**config.mk**
```make
export PLATFORM = sky130hd
export DESIGN_NAME = fp32_div_seq
export DESIGN_NICKNAME = d
export VERILOG_FILES = /design/src/rtl/fp32_div_seq.sv
export SDC_FILE = /design/constraint.sdc
export NUM_CORES = 1
export LEC_CHECK = 0
export BUFFER_PORTS_ARGS = -buffer_cell sky130_fd_sc_hd__buf_2
export CORE_UTILIZATION = 55
export DETAILED_ROUTE_END_ITERATION = 16
export PLACE_DENSITY = 0.79
export SLEW_MARGIN = 40
export SYNTH_ARGS = -nofsm -noshare
export SYNTH_HDL_FRONTEND = slang
export SYNTH_SLANG_ARGS = --single-unit
```
**constraint.sdc**
```tcl
create_clock -name clk -period 3.25 [get_ports clk]
set_input_delay 0.65 -clock clk [delete_from_list [all_inputs] [get_ports clk]]
set_output_delay 0.65 -clock clk [all_outputs]
set_load 0.03 [all_outputs]
```
**src/rtl/fp32_div_seq.sv**
```systemverilog
// fp32_div_seq: sequential IEEE-754 single-precision divider.
// A start in IDLE either resolves a special case in one cycle, or runs a
// 26-iteration restoring mantissa divide followed by a normalise/pack cycle.
// Subnormal inputs are flushed to zero.
// Optional feature macro: FP_DIV_ROUND_EN selects round-to-nearest-even.
// Without it the quotient mantissa is truncated. Latency is the same in both builds.
module fp32_div_seq (
  input  logic        clk,
  input  logic        rst_n,
  input  logic        start,
  input  logic [31:0] a_operand,
  input  logic [31:0] b_operand,
  output logic        busy,
  output logic        done,
  output logic [31:0] result,
  output logic        Exception,
  output logic        Overflow,
  output logic        Underflow,
  output logic        DivByZero
);

  typedef enum logic [1:0] {IDLE, DIVIDE, NORM} state_t;

  state_t              r_state;
  logic                r_busy;
  logic                r_done;
  logic [31:0]         r_result;
  logic                r_exc;
  logic                r_ovf;
  logic                r_unf;
  logic                r_dbz;
  logic                r_sign;
  logic [24:0]         r_rem;
  logic [23:0]         r_div;
  logic [25:0]         r_q;
  logic [4:0]          r_cnt;
  logic signed [9:0]   r_e;

  // Operand decode for the accept cycle.
  logic [7:0]          w_ea;
  logic [7:0]          w_eb;
  logic                w_sign;
  logic                w_a_zero;
  logic                w_b_zero;
  logic                w_exc;
  logic signed [9:0]   w_e_init;

  assign w_ea     = a_operand[30:23];
  assign w_eb     = b_operand[30:23];
  assign w_sign   = a_operand[31] ^ b_operand[31];
  assign w_a_zero = (w_ea == 8'd0);
  assign w_b_zero = (w_eb == 8'd0);
  assign w_exc    = (w_ea == 8'hFF) || (w_eb == 8'hFF) || (w_a_zero && w_b_zero);
  assign w_e_init = $signed({2'b00, w_ea}) - $signed({2'b00, w_eb}) + 10'sd127;

  // One restoring-divide step: compare, conditionally subtract.
  logic                w_ge;
  logic [24:0]         w_rem_sub;

  assign w_ge      = (r_rem >= {1'b0, r_div});
  assign w_rem_sub = w_ge ? (r_rem - {1'b0, r_div}) : r_rem;

  // Normalise the 26-bit quotient, optionally round, and form the final exponent.
  logic [22:0]         w_mant;
  logic [22:0]         w_mant_fin;
  logic signed [9:0]   w_e_norm;
  logic signed [9:0]   w_e_fin;
`ifdef FP_DIV_ROUND_EN
  logic                w_guard;
  logic                w_sticky;
  logic                w_carry;
`endif

  always_comb begin
    // NOTE: every signal written here gets a default first so no path leaves
    // it unassigned, which would otherwise infer a latch.
    w_mant     = r_q[24:2];
    w_e_norm   = r_e;
`ifdef FP_DIV_ROUND_EN
    w_guard    = r_q[1];
    w_sticky   = r_q[0] | (|r_rem);
    w_carry    = 1'b0;
`endif
    if (!r_q[25]) begin
      w_mant   = r_q[23:1];
      w_e_norm = r_e - 10'sd1;
`ifdef FP_DIV_ROUND_EN
      w_guard  = r_q[0];
      w_sticky = |r_rem;
`endif
    end
    w_mant_fin = w_mant;
    w_e_fin    = w_e_norm;
`ifdef FP_DIV_ROUND_EN
    if (w_guard & (w_sticky | w_mant[0])) begin
      {w_carry, w_mant_fin} = {1'b0, w_mant} + 24'd1;
      // A carry out wraps the mantissa to zero and bumps the exponent.
      if (w_carry) w_e_fin = w_e_norm + 10'sd1;
    end
`endif
  end

  // Control FSM with registered result, flags and handshake outputs.
  always_ff @(posedge clk or negedge rst_n) begin
    if (!rst_n) begin
      r_state  <= IDLE;
      r_busy   <= 1'b0;
      r_done   <= 1'b0;
      r_result <= 32'd0;
      r_exc    <= 1'b0;
      r_ovf    <= 1'b0;
      r_unf    <= 1'b0;
      r_dbz    <= 1'b0;
      r_sign   <= 1'b0;
      r_rem    <= 25'd0;
      r_div    <= 24'd0;
      r_q      <= 26'd0;
      r_cnt    <= 5'd0;
      r_e      <= 10'sd0;
    end else begin
      // NOTE: state uses non-blocking assignments so every register samples
      // the pre-edge values, independent of statement order.
      r_done <= 1'b0;
      case (r_state)
        IDLE: begin
          if (start) begin
            r_sign <= w_sign;
            if (w_exc) begin
              r_result <= {w_sign, 8'hFF, 23'd0};
              {r_exc, r_ovf, r_unf, r_dbz} <= 4'b1000;
              r_done   <= 1'b1;
            end else if (w_b_zero) begin
              r_result <= {w_sign, 8'hFF, 23'd0};
              {r_exc, r_ovf, r_unf, r_dbz} <= 4'b0001;
              r_done   <= 1'b1;
            end else if (w_a_zero) begin
              r_result <= {w_sign, 31'd0};
              {r_exc, r_ovf, r_unf, r_dbz} <= 4'b0000;
              r_done   <= 1'b1;
            end else begin
              r_rem   <= {2'b01, a_operand[22:0]};
              r_div   <= {1'b1, b_operand[22:0]};
              r_q     <= 26'd0;
              r_cnt   <= 5'd0;
              r_e     <= w_e_init;
              r_busy  <= 1'b1;
              r_state <= DIVIDE;
            end
          end
        end
        DIVIDE: begin
          r_q   <= {r_q[24:0], w_ge};
          r_rem <= w_rem_sub << 1;
          r_cnt <= r_cnt + 5'd1;
          if (r_cnt == 5'd25) r_state <= NORM;
        end
        NORM: begin
          if (w_e_fin >= 10'sd255) begin
            r_result <= {r_sign, 8'hFF, 23'd0};
            {r_exc, r_ovf, r_unf, r_dbz} <= 4'b0100;
          end else if (w_e_fin <= 10'sd0) begin
            r_result <= {r_sign, 31'd0};
            {r_exc, r_ovf, r_unf, r_dbz} <= 4'b0010;
          end else begin
            r_result <= {r_sign, w_e_fin[7:0], w_mant_fin};
            {r_exc, r_ovf, r_unf, r_dbz} <= 4'b0000;
          end
          r_busy  <= 1'b0;
          r_done  <= 1'b1;
          r_state <= IDLE;
        end
        default: r_state <= IDLE;
      endcase
    end
  end

  assign busy      = r_busy;
  assign done      = r_done;
  assign result    = r_result;
  assign Exception = r_exc;
  assign Overflow  = r_ovf;
  assign Underflow = r_unf;
  assign DivByZero = r_dbz;

endmodule

```
### Word-level counts from Yosys, hierarchy flattened

Cells that the tools add are included.

* bits in registers: 131
* bits of input ports: 67

* add/subtract/negate cells: 5
* $lt $le $gt $ge: 3
* eq/ne operators: 11
* muxes and demuxes: 57
* bitwise operators: 4
* reductions and logical operators: 14

Operator list (number)
* 2-to-1 mux 32 bit: 4
* 2-to-1 mux 26 bit: 4
* 2-to-1 mux 25 bit: 4
* case mux 32 bit (2 select lines): 1
* 2-to-1 mux 31 bit: 2
* case mux 26 bit (2 select lines): 1
* case mux 25 bit (2 select lines): 1
* greater-or-equal comparator 25 x 24 -> 1 bit: 1
* 2-to-1 mux 24 bit: 1
* subtractor 24 bit: 1
* 2-to-1 mux 23 bit: 1
* 2-to-1 mux 1 bit: 20
* 2-to-1 mux 5 bit: 4
* AND reduction 5 bit: 4
* == test 8 bit (second input constant): 2
* logical NOT 8 bit: 2
* case mux 1 bit (2 select lines): 6
* adder 9 x 8 -> 10 bit (second input constant): 1
* greater-or-equal comparator 10 x 9 -> 1 bit (second input constant): 1
* less-or-equal comparator 10 x 1 -> 1 bit (second input constant): 1
* 2-to-1 mux 10 bit: 1
* 2-to-1 mux 2 bit: 5
* inequality test 2 bit (second input constant): 5
* case mux 5 bit (2 select lines): 1
* 16 further kinds: 20

### Longest topological paths before layout

* depth after elaboration: 6
* depth in mapped cells: 11
* mapped depth without buffers: 11

### Least setup slack after synthesis

No wires, ideal clock.

* path type: input to register
* from: in a_operand[23]
* to: reg r_e[8]
* setup time: 0.082 ns
* data arrival time: 2.737 ns
* setup slack: 0.431 ns
* cell stages on the path: 11
* path buffers: 0
* cells stage by stage: inv_1 ha_1 inv_1 fa_1 a21oi_1 o21bai_1 xor2_1 o21bai_1 or4_1 a21o_1 a31oi_1

* word-level cells in the longest chain between the ends: 5
* elaborated cells between the ends (all ways): 10
* those cells by class: 2 x add/sub; 1 x eq/ne; 2 x bitwise; 5 x reduce/logical

RTL lines
* from (decl): RTL line 11 `input logic [31:0] a_operand,`
* parallel branches: the longest is 5 deep, another holds adder 9 x 8 -> 10 bit
* to (signal assigned): RTL line 145 `r_e <= w_e_init;`
* to (decl): RTL line 37 `logic signed [9:0] r_e;`

Parallel ways; which one is timed is not known.
A chain may end at the register's enable or synchronous reset.

### Worst setup path after layout

* from: reg r_rem[18]
* to: reg r_rem[13]

* word-level cells in the longest chain between the ends: 3

RTL lines
* from (decl): RTL line 33 `logic [24:0] r_rem;`
* from (signal assigned): RTL line 141 `r_rem <= {2'b01, a_operand[22:0]};`
* from (signal assigned): RTL line 153 `r_rem <= w_rem_sub << 1;`
* greater-or-equal comparator 25 x 24 -> 1 bit: RTL line 60 `assign w_ge = (r_rem >= {1'b0, r_div});`
* 2-to-1 mux 24 bit: RTL line 61 `assign w_rem_sub = w_ge ? (r_rem - {1'b0, r_div}) : r_rem;`
* case mux 25 bit (2 select lines): RTL line 124 `case (r_state)`

Every way passes these cells.

==> results.tsv <==
metric	value	unit
status	finished clean	
clk_skew	8.022	ps
net switching power	0.004508	W
final WL	17450	microns
minimum clock period	2862	ps
Synth cell types	76	
Slew headroom	0.5220	
LEAKAGE	4.140	nW
Core Util, Final	0.6656	
fillers	1106	
Ant. Diodes	0	
via count	6380	
first-pass GRT wire length	30200	microns
wire length per cell	15.90	microns
post-cts sizing count	0	
critical path class	flop to flop	
max-cap violation count	0	
Crit path required time	3520	ps
CTS tree	built	
peak supply drop	0.0007265	V
critical path startpoint category	flop	
root buf cell	clkbuf_16	
Comb pwr share	0.533	
number of remaining DRC errors	0	
H-tree depth	4	
TNS Setup	0	ps
vias in the first global route	6329	
Clk pwr share	0.184	
Slew @ Worst Pin	717.0	ps
largest net degree at the start of global routing	77	
async set-reset flop share out of synthesis	1.000	
first-pass iteration count of the detailed router	5	
die area	14490	sq um
synth cell count leaders	131 x dfrtp_1, 94 x nand2_1, 68 x o21ai_0	
IO buf count	104	
met3 global-route usage	0.04953	
Post-Syn Nets	915	
final count of negative-setup-slack endpoints	0	
Die H	120.4	microns
Clock transition at path regs	60	ps
grt met1 use	0.3483	
main flop type after synthesis	dfrtp_1	
vias per cell	5.816	
Initial Util	0.5728	
Synth Cell Area	7706	sq um
Crit Path Max Fanout	11	
GRT Overall Usage	0.2615	
Synth top area share	0.4254	
Post-DP Area	8368	sq um
Final period util	0.8807	
share of layout cells above drive strength 1	0.2041	
GRT busiest layer	met2	
CORE AREA	13450	sq um
Yosys warning total	0	
Reg power frac	0.283	
Int Pwr	0.005824	W
CTS buffer count	17	
starting DRC count in detailed routing	421	
Final Cell Area	8955	sq um
Avg Inst Size Synth	9.514	sq um
cell taking the most area after synthesis	dfrtp_1	
GP Congestion	0.8738	
Skew-Pair Late Insertion Delay	420	ps
worst hold path type	primary input to asynchronous set/reset pin	
pre-CTS setup slack	151.9	ps
main area contributors after synthesis	dfrtp_1 43%, ha_1 5.8%, nand2_1 4.6%	
RSZ-0062 raised after global routing	no	
Fin. Hold Viols	0	
FF+latch count, synth	131	
crit path DAT	3140	ps
antenna-violating nets left	0	
M2 GR Usage	0.4228	
Final HPWL DP	12100	microns
Post-synth EDFFs	0	
Post-CTS Hold Fix Bufs	0	
Cell Pwr Density	1154	nW/um^2
Die W	120.4	microns
Congestion Overflow GR	0	
fin. max-slew vios	0	
row count	42	
Boundary Pins	105	
clk sinks	131	
antenna violations before repair	0	
Mapped Cells	810	
most frequent cell after synthesis	dfrtp_1	
final cell count without fillers	1097	
Final #Nets	1013	
CP endpoint kind	flop	
final setup margin	387.6	ps
Area growth, synth to finish	16.20	%
maximum clock rate	0.3494	GHz
clk buf depth	2	
sequential-to-total area share from yosys stat	0.4254	
post-CTS repair timing setup buffer count	0	
Switching Fraction	0.4363	
Inst Count DP	1065	
-- logic make-up (layout without fill, tap and decap cells) --
kind of cell / after synthesis / count (layout) / share of synthesized area
adder cells (fa/ha/maj): 38 / 38 / 0.06365
AO/OA/AOI/OAI: 247 / 247 / 0.2236
XOR/XNOR: 38 / 38 / 0.04319
multiplexers: 31 / 31 / 0.04043
flip-flops: 131 / 131 / 0.4254
buffers and inverters: 85 / 196 / 0.05131
AND/OR/NAND/NOR: 240 / 240 / 0.1525
-- critical path, stage by stage, from the launching register on --
cell and delay, ps:
dfrtp_1 430, ha_1 440, and3_1 310, nor2b_1 260, nand4_1 120, a41oi_1 320
nor4_2 140, buf_4 210, a222oi_1 320, o21ai_0 160
-- through the flow --
stage / power [W] / hold slack (ps)
3_5_place_dp: 0.008348 / 454.1
6_report: 0.01033 / 279.6
4_1_cts: 0.01033 / 306.7
5_1_grt: 0.01113 / 330.0
3_3_place_gp: 0.008213 / 434.5
2_1_floorplan: 0.007086 / 354.4
-- power groups by stage --
stage	clock network (W)	logic, W	registers [W]
floorplan	0	0.00392	0.00316
global placement	0	0.00532	0.00290
detailed placement	0	0.00542	0.00293
CTS	0.00192	0.00549	0.00291
global route	0.00200	0.00612	0.00301
finish	0.00190	0.00551	0.00292
-- per-layer routing --
layer	vias up	wire [microns]
li1	3129	-
met1	3032	7964
met2	187	8252
met3	32	832
met4	0	397
met5	-	0
-- placed cells by master (no fill, tap or decap), types with 18 or more instances in the layout --
cell type,count
nor2_1,49
buf_2,103
mux2i_1,30
ha_1,36
o21ai_0,68
xnor2_1,20
inv_1,46
o21ai_2,21
a21oi_1,31
a22o_1,26
nand2_1,94
dfrtp_1,131
xor2_1,18
-- sequential cells by signal, indices dropped and copies added, names as in the netlist, 2 cells and up --
name and flops:
r_div 24, r_cnt 5, r_e 10, r_q 26, r_rem 25, r_state 2, result 32
-- area by class of cell --
cell class	count	area [sq um]	area share
repair buffers	118	653.1	0.07294
clock buffers	20	456.7	0.05100
multi-input cells	594	4044	0.4516
clock inverters	12	130.1	0.01453
flip-flops and latches	131	3278	0.3661
inverters	46	172.7	0.01928
well taps	176	220.2	0.02459
-- final timing paths --
kind,startpoint,end,slack [ps],cells after the start
setup / recovery,r_rem[18],r_rem[13],390,9
hold / removal,rst_n,result[25],280,1
setup reg to reg,r_rem[18],r_rem[13],390,9
hold reg to reg,r_div[23],r_div[23],460,2
max in group asynchronous,rst_n,r_rem[15],2210,2
min in group clk,b_operand[14],r_div[14],430,3
Note: power is estimated with default switching activity, not from simulation.
